==> src/rtl/irq_ctrl_pkg.sv <==
// irq_ctrl_pkg: register map, FSM encoding and field constants for the interrupt controller
package irq_ctrl_pkg;
  localparam logic [2:0] REG_PEND = 3'd0;
  localparam logic [2:0] REG_MASK = 3'd1;
  localparam logic [2:0] REG_EDGE = 3'd2;
  localparam logic [2:0] REG_CLAIM = 3'd3;
  localparam logic [2:0] REG_DONE = 3'd4;
  localparam logic [2:0] REG_STATUS = 3'd5;
  localparam int CLAIM_VALID_BIT = 31;
  localparam int ID_W = 5;
  typedef enum logic [1:0] {IDLE = 2'd0, ASSERT = 2'd1, SERVICE = 2'd2} state_t;
endpackage

==> src/rtl/irq_prio_enc.sv <==
// irq_prio_enc: lowest-index-wins priority encoder over eligible sources
module irq_prio_enc
  import irq_ctrl_pkg::*;
#(
  parameter int N_SRC = 6
) (
  input  logic [N_SRC-1:0] eligible,
  output logic             any,
  output logic [ID_W-1:0]  sel
);
  // scan from the top down so the lowest set index is written last
  always_comb begin
    any = |eligible;
    sel = '0;
    for (int i = N_SRC - 1; i >= 0; i--) sel = eligible[i] ? ID_W'(i) : sel;
  end
endmodule

==> src/rtl/irq_ctrl.sv <==
// irq_ctrl: masked, prioritised interrupt controller with claim/complete handshake
module irq_ctrl
  import irq_ctrl_pkg::*;
#(
  parameter int N_SRC = 6
) (
  input  logic             clk,
  input  logic             reset,
  input  logic [29:0]      addr,
  input  logic             we,
  input  logic             re,
  input  logic [31:0]      din,
  output logic [31:0]      dout,
  input  logic [N_SRC-1:0] src_irq,
  output logic [N_SRC-1:0] hwint,
  output logic             irq
);
  logic [N_SRC-1:0] pend, mask, edge_en, src_q, clr, eligible, rise;
  logic [ID_W-1:0] id, sel;
  logic any, claim, done;
  logic [2:0] idx;
  logic unused;
  state_t state, state_n;
  assign idx = addr[2:0];
  assign unused = ^{addr[29:3], din[31:N_SRC]};
  assign eligible = pend & mask;
  assign rise = src_irq & ~src_q;
  assign claim = state == ASSERT && re && idx == REG_CLAIM && any;
  assign done = state == SERVICE && we && idx == REG_DONE && din[ID_W-1:0] == id;
  assign clr = (we && idx == REG_PEND ? din[N_SRC-1:0] : '0) |
               (claim ? {{(N_SRC-1){1'b0}}, 1'b1} << sel : '0);
  irq_prio_enc #(.N_SRC(N_SRC)) u_enc (.eligible(eligible), .any(any), .sel(sel));
  // state register; irq is registered from the next state so it is high exactly in ASSERT
  always_ff @(posedge clk) begin
    if (reset) begin
      state <= IDLE;
      irq <= 1'b0;
    end else begin
      state <= state_n;
      irq <= state_n == ASSERT;
    end
  end
  // next-state: a claim wins over an eligible drop; DONE must name the claimed id
  always_comb begin
    state_n = state == IDLE    ? (any ? ASSERT : IDLE) :
              state == ASSERT  ? (claim ? SERVICE : any ? ASSERT : IDLE) :
              state == SERVICE ? (done ? IDLE : SERVICE) : IDLE;
  end
  // pending capture (a new edge beats a same-cycle clear), config regs and claimed id
  always_ff @(posedge clk) begin
    if (reset) begin
      pend <= '0;
      mask <= '0;
      edge_en <= '0;
      src_q <= '0;
      hwint <= '0;
      id <= '0;
    end else begin
      src_q <= src_irq;
      pend <= (edge_en & ((pend & ~clr) | rise)) | (~edge_en & src_irq);
      hwint <= eligible;
      if (we && idx == REG_MASK) mask <= din[N_SRC-1:0];
      if (we && idx == REG_EDGE) edge_en <= din[N_SRC-1:0];
      if (claim) id <= sel;
    end
  end
  // combinational read mux
  always_comb begin
    dout = '0;
    case (idx)
      REG_PEND: dout[N_SRC-1:0] = pend;
      REG_MASK: dout[N_SRC-1:0] = mask;
      REG_EDGE: dout[N_SRC-1:0] = edge_en;
      REG_CLAIM: begin
        dout[CLAIM_VALID_BIT] = state == ASSERT && any;
        dout[ID_W-1:0] = state == ASSERT ? sel : state == SERVICE ? id : '0;
      end
      REG_STATUS: dout[2:0] = {state == SERVICE, state};
      default: dout = '0;
    endcase
  end
endmodule
==> config.mk <==
export PLATFORM = sky130hd
export DESIGN_NAME = irq_ctrl
export DESIGN_NICKNAME = d
export VERILOG_FILES = /design/src/rtl/irq_ctrl_pkg.sv /design/src/rtl/irq_prio_enc.sv /design/src/rtl/irq_ctrl.sv
export SDC_FILE = /design/constraint.sdc
export NUM_CORES = 1
export LEC_CHECK = 0
export ABC_AREA = 1
export BUFFER_PORTS_ARGS = -buffer_cell sky130_fd_sc_hd__buf_2
export CAP_MARGIN = 30
export CORE_MARGIN = 5
export CORE_UTILIZATION = 38
export CTS_BUF_LIST = sky130_fd_sc_hd__clkbuf_4
export DETAILED_ROUTE_END_ITERATION = 10
export PLACE_DENSITY_LB_ADDON = 0.25
export SLEW_MARGIN = 5
export SYNTH_ARGS = -nofsm -noshare
export SYNTH_HDL_FRONTEND = slang
export SYNTH_HIERARCHICAL = 1
export SYNTH_SLANG_ARGS = --single-unit
export TNS_END_PERCENT = 5
==> constraint.sdc <==
create_clock -name clk -period 3.5 [get_ports clk]
set_clock_uncertainty 0.2 [all_clocks]
set_input_delay 0.35 -clock clk [delete_from_list [all_inputs] [get_ports clk]]
set_output_delay 0.35 -clock clk [all_outputs]
set_load 0.1 [all_outputs]
Word-level counts from Yosys, hierarchy flattened
Index checks and enable logic that the tools add are counted.

operators by class
  eq/ne operators = 9
  shift operators = 1
  multiplexer cells = 20
  bitwise gates (word level) = 11
  reduce and logical (&&, ||, !) cells = 13

operators by type and width
  operator             count
  $mux 5               7
  $and 6x6->6          5
  $not 6->6            3
  $or 6x6->6           3
  $pmux 3 s5           1
  $mux 6               2
  $logic_and 1x1->1    10
  $mux 2               5
  $pmux 2 s4           1
  $eq 3x2->1 const B   2
  $eq 3x3->1 const B   2
  $reduce_or 6->1      1
  $shl 1x5->6 const A  1
  $eq 5x5->1           1
  $eq 2x1->1 const B   2
  $eq 3x1->1 const B   1
  $logic_not 3->1      1
  $mux 3               1
  $pmux 1 s3           1
  $eq 2x2->1 const B   1
  $logic_not 2->1      1
  $mux 1               2

storage, ports and cells
  register bits after elaboration = 38
  input bits = 72
  output and inout bits = 39
  word-level logic and storage cells = 62

Depth between registers and ports, before layout
Gate-level depths: netlist of run 1.

  depth after elaboration = 15
  depth in mapped cells = 11
  gate-level depth less buffers = 11

Hierarchy
The synthesis of run 1 kept the hierarchy.

by module, submodules not included
  module        times used  cells an instance  area an instance (um2)  seq. area each (um2)
  irq_ctrl      1           291                1981.9                  760.7
  irq_prio_enc  1           18                 91.3                    0.0

Worst setup path before layout of run 1
OpenSTA, ideal clock, no wires.

  path type = input -> output
  from = input port addr[2]
  to = output port dout[5]
  arrival time = 2006 ps
  slack = 944 ps
  stages on the path = 3
  buffers on the path = 0
  path through = inv_2 nand3_1 o211ai_1

between the ends
  longest elaborated chain between the ends = 2

ends and longest elaborated chain
  element                             RTL line        RTL
  start: declaration                  irq_ctrl.sv:9   input logic [29:0] addr,
  $eq 3x2->1 (tied with other cells)  irq_ctrl.sv:70  case (idx)
  $pmux 1 s3 *                        irq_ctrl.sv:70
  end: declaration                    irq_ctrl.sv:13  output logic [31:0] dout,

Mark *: on every way between the ends. The rest lies on a longest branch, timed or not.

Final worst setup path of run 1
  from = register pend[3]
  to = output port dout[1]

between the ends
  longest elaborated chain between the ends = 7

ends and longest elaborated chain
  element                   RTL line            RTL
  start: declaration        irq_ctrl.sv:18      logic [N_SRC-1:0] pend, mask, edge_en, src_q, clr, eligible, rise;
  start signal: assignment  irq_ctrl.sv:60      pend <= (edge_en & ((pend & ~clr) | rise)) | (~edge_en & src_irq);
  $and 6x6->6               irq_ctrl.sv:26      assign eligible = pend & mask;
  named net eligible[3]     irq_ctrl.sv:18
  $mux 5 (4 in a row)       irq_prio_enc.sv:15  for (int i = N_SRC - 1; i >= 0; i--) sel = eligible[i] ? ID_W'(i) : sel;
  named net sel[1]          irq_ctrl.sv:19      logic [ID_W-1:0] id, sel;
  $mux 5                    irq_ctrl.sv:76      dout[ID_W-1:0] = state == ASSERT ? sel : state == SERVICE ? id : '0;
  $pmux 3 s5                irq_ctrl.sv:70

The timed path passes the listed nets, and every way through them passes these cells.

==> results of run 1 <==
## power breakdown
| group | internal, uW | switching [uW] |
|---|---|---|
| Sequential | 447 | 9.56 |
| Clock | 83.3 | 145 |
| Combinational | 27.2 | 192 |
| Total | 557 | 347 |
## sequential cells by signal (all words and copies together) (netlist names)
name,count
edge_en,6
hwint,6
id,5
irq,1
mask,6
pend,6
src_q,6
state,2
## cell families after synthesis
group           Yosys count  synth area share
compound gates           51            0.1316
simple gates            138            0.2963
flops                    38            0.3669
buf+inv                  80            0.2016
other cells               2          0.003622
## final cells by class
cell class                 instances  area, sq um  area share
timing repair buffer              33        170.2     0.07619
clock inverter                     2        8.758    0.003922
tap                               70        87.58     0.03922
clock buffer                       6        45.04     0.02017
inverter                          46        172.7     0.07731
sequential                        38        760.7      0.3406
multi-input combinational        216        988.4      0.4426
## worst max path at each step
| stage | start | endpoint | slack, ns | cells past startpoint |
|---|---|---|---|---|
| final | pend[3] | dout[1] | 0.60 | 9 |
| after global routing | mask[3] | dout[1] | 0.47 | 9 |
| after CTS | pend[3] | dout[1] | 0.65 | 9 |
| after detailed placement | pend[3] | dout[1] | 1.05 | 9 |
| after global placement | mask[3] | dout[1] | 1.03 | 9 |
| after floorplan | addr[2] | dout[5] | 0.94 | 3 |
## synth_stat cells (all sizes together)
cell    instances  share of area
a21oi          20          0.048
a22oi           1         0.0036
a31oi           2         0.0060
buf            33           0.12
clkbuf          1         0.0018
conb            2         0.0036
dfxtp          38           0.37
inv            46          0.083
nand2          79           0.15
nand3          16          0.046
nand4           7          0.021
nor2           30          0.063
nor3            3         0.0072
nor3b           2         0.0072
nor4            1         0.0030
o211ai          2         0.0072
o21a            1         0.0036
o21ai          21          0.051
o22ai           4          0.012
## layer usage
layer  GRT usage  part of all wire  up-vias
li1            -                 -      983
met3     0.02962             0.060        7
met2      0.2357              0.45       48
met5           0                 0        -
met4     0.04386             0.012        0
met1      0.2052              0.48      846
## worst max-delay path: cells and delay by family (launching register included)
kind | cells | cell delay, ns
buffers and inverters | 3 | 0.70
and+or+nand+nor | 4 | 0.67
DFF | 1 | 0.38
AOI/OAI and AO/OA | 2 | 0.26
## per-stage QoR
step / instance area [sq um] / setup WS, ns / std cells
global route: 2233 / 0.4697 / 411
floorplan: 2167 / 0.9439 / 334
detailed placement: 2170 / 1.050 / 402
global placement: 2170 / 1.033 / 402
finish: 2233 / 0.6026 / 411
CTS: 2233 / 0.6474 / 411
## repair_timing
item,4_1_cts,5_1_grt
gates resized for setup,0,0
hold endpoints to repair,1,0
hold buffers,1,0
==> metrics.yaml, run 1 <==
yosys:
  syn_area_sq_um: 2073
  yosysUniqueCellTypes: 28
  synth_cells: 309
  ys_seq_area_frac: 0.3669
  synth_seq_cells: 38
  syn_avg_cell_area_sq_um: 6.710
  yosysWarnings: 6
timing:
  clock.fmax_ghz: 0.3451
  timing_max_transition_violations_final: 0
  worst_pin_slew_ns: 0.8603
  rsz0062_at_grt: "false"
  setup_tns_ns: 0
  timing.final.crit_share: 0.8278
  finalWorstPathRequiredPeriod_ns: 2.897
  setup_viol_count_final: 0
  timing.slew.headroom: 0.4244
  fin_hold_ws_ns: 0.01066
  hold_viol_final: 0
hold_path:
  hold_path_depth: 3
  min-delay-path-class: "in -> reg"
  hold_start: "src_irq[3]"
  hold_path_end: "src_q[3]"
critical_path:
  cpPeakStageDelay_ns: 0.46
  worstPathCellList: "nand2_1 -> inv_1 -> nor2_2 -> nor3_1 -> inv_1 -> o22ai_1 -> nand2_1 -> o211ai_1 -> buf_2"
  reg2reg_slack_ns: 1.43
  ff2ff_path_depth: 10
  cp-start-kind: "register"
  cp.required_ns: 2.95
  crit_fanout: 4
  crit_type: "reg -> out"
  r2r-start: "pend[3]"
  arrival_ns: 2.35
  r2r-end: "pend[5]"
  cp_slowest_cell: "buf_2"
  endpoint_kind: "primary output"
floorplanning:
  start_util: 0.3983
  die_w_um: 83.87
  die_h_um: 83.87
  core_area_sq_um: 5205
  dieArea_sq_um: 7033
  io_pins: 111
  fp-row-count: 26
global_routing:
  grt-ovfl-total: 0
  track_usage: 0.1492
  grt_pass1_vias: 1741
  grt_max_degree: 22
  antenna_found_initial: 0
  grt_pass1_wl_mm: 8.342
clocking:
  cts.htree.levels: 2
  insertion_delay_ns: 0.35
  clk_pin_slew_worst_paths_ns: 0.11
  cts_max_path_buffers: 2
  cts.sinks: 38
  root_buffer: "clkbuf_4"
  post-cts-setup-buffers: 0
  numCtsBuffers: 5
  cts_tree: "yes"
pwr:
  powerDensity_nw_per_um2: 404.7
  power_uw: 903.8
  leakagePower_uw: 0.001116
  irDropWorstVdd_uv: 215.9
drt:
  antenna_left: 0
  viasPerCell: 4.584
  wl_per_cell_um: 12.41
  routed_wl_mm: 5.102
  drc_errors: 0
  first_pass_iters: 4
  drtIter0Drc: 83
  vias: 1884
final_layout:
  post_route_cells_drive_above_1_share: 0.1554
  utilization: 0.4291
  antenna_cells: 0
  synthToLayoutAreaGrowth_pct: 7.725
  final_common_cell: "nand2_1"
  final_nets: 412
  mostFrequentLayoutCells: "76 x nand2_1, 43 x inv_1, 38 x dfxtp_1"
  fillers: 553
placed_design:
  hpwl_mm: 3.876
  place.gp.congestion: 0.8690
  portBuffers: 32
flow_run:
  cap_violations: 0
outcome:
  status: "finished, final reports clean"
Note: power is estimated with default switching activity, not from simulation.
==> inputs of run 2 (changes only) <==
==> constraint.sdc (replaced) <==
create_clock -name clk -period 2.8 [get_ports clk]
set_clock_uncertainty 0.2 [all_clocks]
set_input_delay 0.28 -clock clk [delete_from_list [all_inputs] [get_ports clk]]
set_output_delay 0.28 -clock clk [all_outputs]
set_load 0.1 [all_outputs]
==> metrics.yaml, run 2 (synthesis gave the netlist of run 1 again) <==
outcome:
  status: "finished, final reports clean"
floorplanning:
  start_util: 0.3983  # unchanged
  die_w_um: 83.87  # unchanged
  dieArea_sq_um: 7033  # unchanged
  core_area_sq_um: 5205  # unchanged
  io_pins: 111  # unchanged
  fp-row-count: 26  # unchanged
  die_h_um: 83.87  # unchanged
clocking:
  cts.htree.levels: 2  # unchanged
  post-cts-setup-buffers: 0  # unchanged
  cts_tree: "yes"
  cts.sinks: 38  # unchanged
  clk_pin_slew_worst_paths_ns: 0.11  # about the same
  insertion_delay_ns: 0.34  # about the same
  root_buffer: "clkbuf_4"
  cts_max_path_buffers: 2  # unchanged
  numCtsBuffers: 5  # unchanged
pwr:
  switchingPower_uw: 429.1  # +24%
  power_frac_seq: 0.499  # -0.006
  leakagePower_uw: 0.001153  # +3.3%
  power.internal_uw: 714.4  # +28%
  powerDensity_nw_per_um2: 491.6  # +21%
  pwr-share-clk: 0.254  # about the same
  combPwrFrac: 0.248  # +0.005
  p_sw_frac: 0.3753  # -0.008171
  irDropWorstVdd_uv: 281.1  # +30%
drt:
  viasPerCell: 4.555  # -0.63%
  vias: 1904  # +1.1%
  drc_errors: 0  # unchanged
  wl_per_cell_um: 12.55  # +1.1%
  antenna_left: 0  # unchanged
  routed_wl_mm: 5.247  # +2.8%
  first_pass_iters: 4  # unchanged
  drtIter0Drc: 74  # -11%
final_layout:
  mostFrequentLayoutCells: "76 x nand2_1, 43 x inv_1, 38 x dfxtp_1"
  final_common_cell: "nand2_1"
  antenna_cells: 0  # unchanged
  synthToLayoutAreaGrowth_pct: 12.19
  final_nets: 420  # +1.9%
  post_route_cells_drive_above_1_share: 0.1609  # +0.005494
critical_path:
  cp_top_family: "simple AND/OR/NAND/NOR gates"
  crit_type: "reg -> out"
  worstPathCellList: "nand2_1 -> inv_1 -> nor2_2 -> nand3_2 -> nor2_2 -> inv_1 -> o22ai_1 -> nand2_1 -> nand4_1 -> clkbuf_4"
  crit_fanout: 5  # +1
  endpoint_kind: "primary output"
  cpPeakStageDelay_ns: 0.34  # -0.12 ns
  cp_slowest_cell: "dfxtp_1"
  ff2ff_path_depth: 10  # unchanged
  crit_cells: 10  # +1
  arrival_ns: 2.15  # -0.20 ns
  path_buf_inv: 3  # unchanged
  cp.required_ns: 2.32  # -0.63 ns
  cp-start-kind: "register"
global_routing:
  track_usage: 0.1481  # -0.001087
  grt_pass1_vias: 1749  # +0.46%
  grt-ovfl-total: 0  # unchanged
  grt_max_degree: 22  # unchanged
  antenna_found_initial: 0  # unchanged
  grt_pass1_wl_mm: 8.397  # +0.66%
timing:
  timing.final.crit_share: 0.9405
  clock.fmax_ghz: 0.3797
  finalWorstPathRequiredPeriod_ns: 2.633
  timing.slew.headroom: 0.5687  # +0.1444
  fin_ws_ns: 0.1666  # -0.4360 ns
  setup_viol_count_final: 0  # unchanged
  hold_viol_final: 0  # unchanged
  rsz0062_at_grt: "false"
  timing_max_transition_violations_final: 0  # unchanged
  worst_pin_slew_ns: 0.6462  # -0.2141 ns
  setup_tns_ns: 0  # unchanged
hold_path:
  hold_path_depth: 3  # unchanged
  min-delay-path-class: "in -> reg"
flow_run:
  cap_violations: 0  # unchanged
placed_design:
  place.gp.congestion: 0.8748  # +0.67%
  place_ws_ns: 0.4114  # -0.6386 ns
  hpwl_mm: 3.904  # +0.72%
  portBuffers: 32  # unchanged
run 2: changes by cell type in the layout (fill, tap and decap cells not counted):
cell           before  now
dlygate4sd3_1       1    8
buf_2              32   29
a21oi_2             0    1
clkbuf_4            6   10
nor3_1              3    2
clkinv_2            1    0
a21oi_1            20   19
buf_4               0    1
clkinv_1            1    0
nor3_2              0    1
run 2: power groups by stage:
stage	combinational (uW)	clock (uW)	sequential, uW
2_1_floorplan	257	0	587
3_3_place_gp	272	0	582
3_5_place_dp	272	0	582
4_1_cts	281	299	570
5_1_grt	299	317	573
6_report	283	290	570
run 2: layout make-up:
type | instances | area [sq um]
Fill cell | 545 | 2879
Sequential cell | 38 | 760.7
Multi-Input combinational cell | 216 | 997.2
Clock buffer | 7 | 52.55
Timing Repair Buffer | 41 | 255.2
Inverter | 46 | 172.7
Tap cell | 70 | 87.58
run 2: worst paths after layout:
check	startpoint	to	slack [ns]
worst max register to register	mask[3]	pend[5]	0.85
worst min-delay path	din[3]	mask[3]	0.03
worst min register to register	src_q[5]	pend[5]	0.27
worst max-delay path	pend[3]	dout[2]	0.17
run 2: routing by layer:
layer,track usage,wire length (um)
met3,0.03356,360
met1,0.2025,2498
met4,0.03363,32
met5,0,0
met2,0.2372,2356
run 2: worst min-delay path, cell delays in order:
cell	delay, ns
buf_2	0.10
inv_1	0.06
a21oi_1	0.11
run 2: through the flow:
| step | cell area (sq um) | instances | hold slack, ns | power, uW | utilization |
|---|---|---|---|---|---|
| 2_1_floorplan | 2167 | 334 | 0.1909 | 844.1 | - |
| 3_3_place_gp | 2177 | 403 | 0.2526 | 853.5 | 0.4183 |
| 3_5_place_dp | 2177 | 403 | 0.2587 | 854.4 | 0.4183 |
| 4_1_cts | 2310 | 418 | 0.02900 | 1150 | 0.4438 |
| 5_1_grt | 2326 | 418 | 0.04880 | 1189 | 0.4469 |
| 6_report | 2326 | 418 | 0.03419 | 1144 | 0.4469 |
run 2: what timing repair did:
| action | CTS | global route |
|---|---|---|
| resized for setup | 0 | 5 |
| hold endpoints to repair | 10 | 0 |
| hold buffers | 8 | 0 |
| setup endpoints to repair | 0 | 3 |
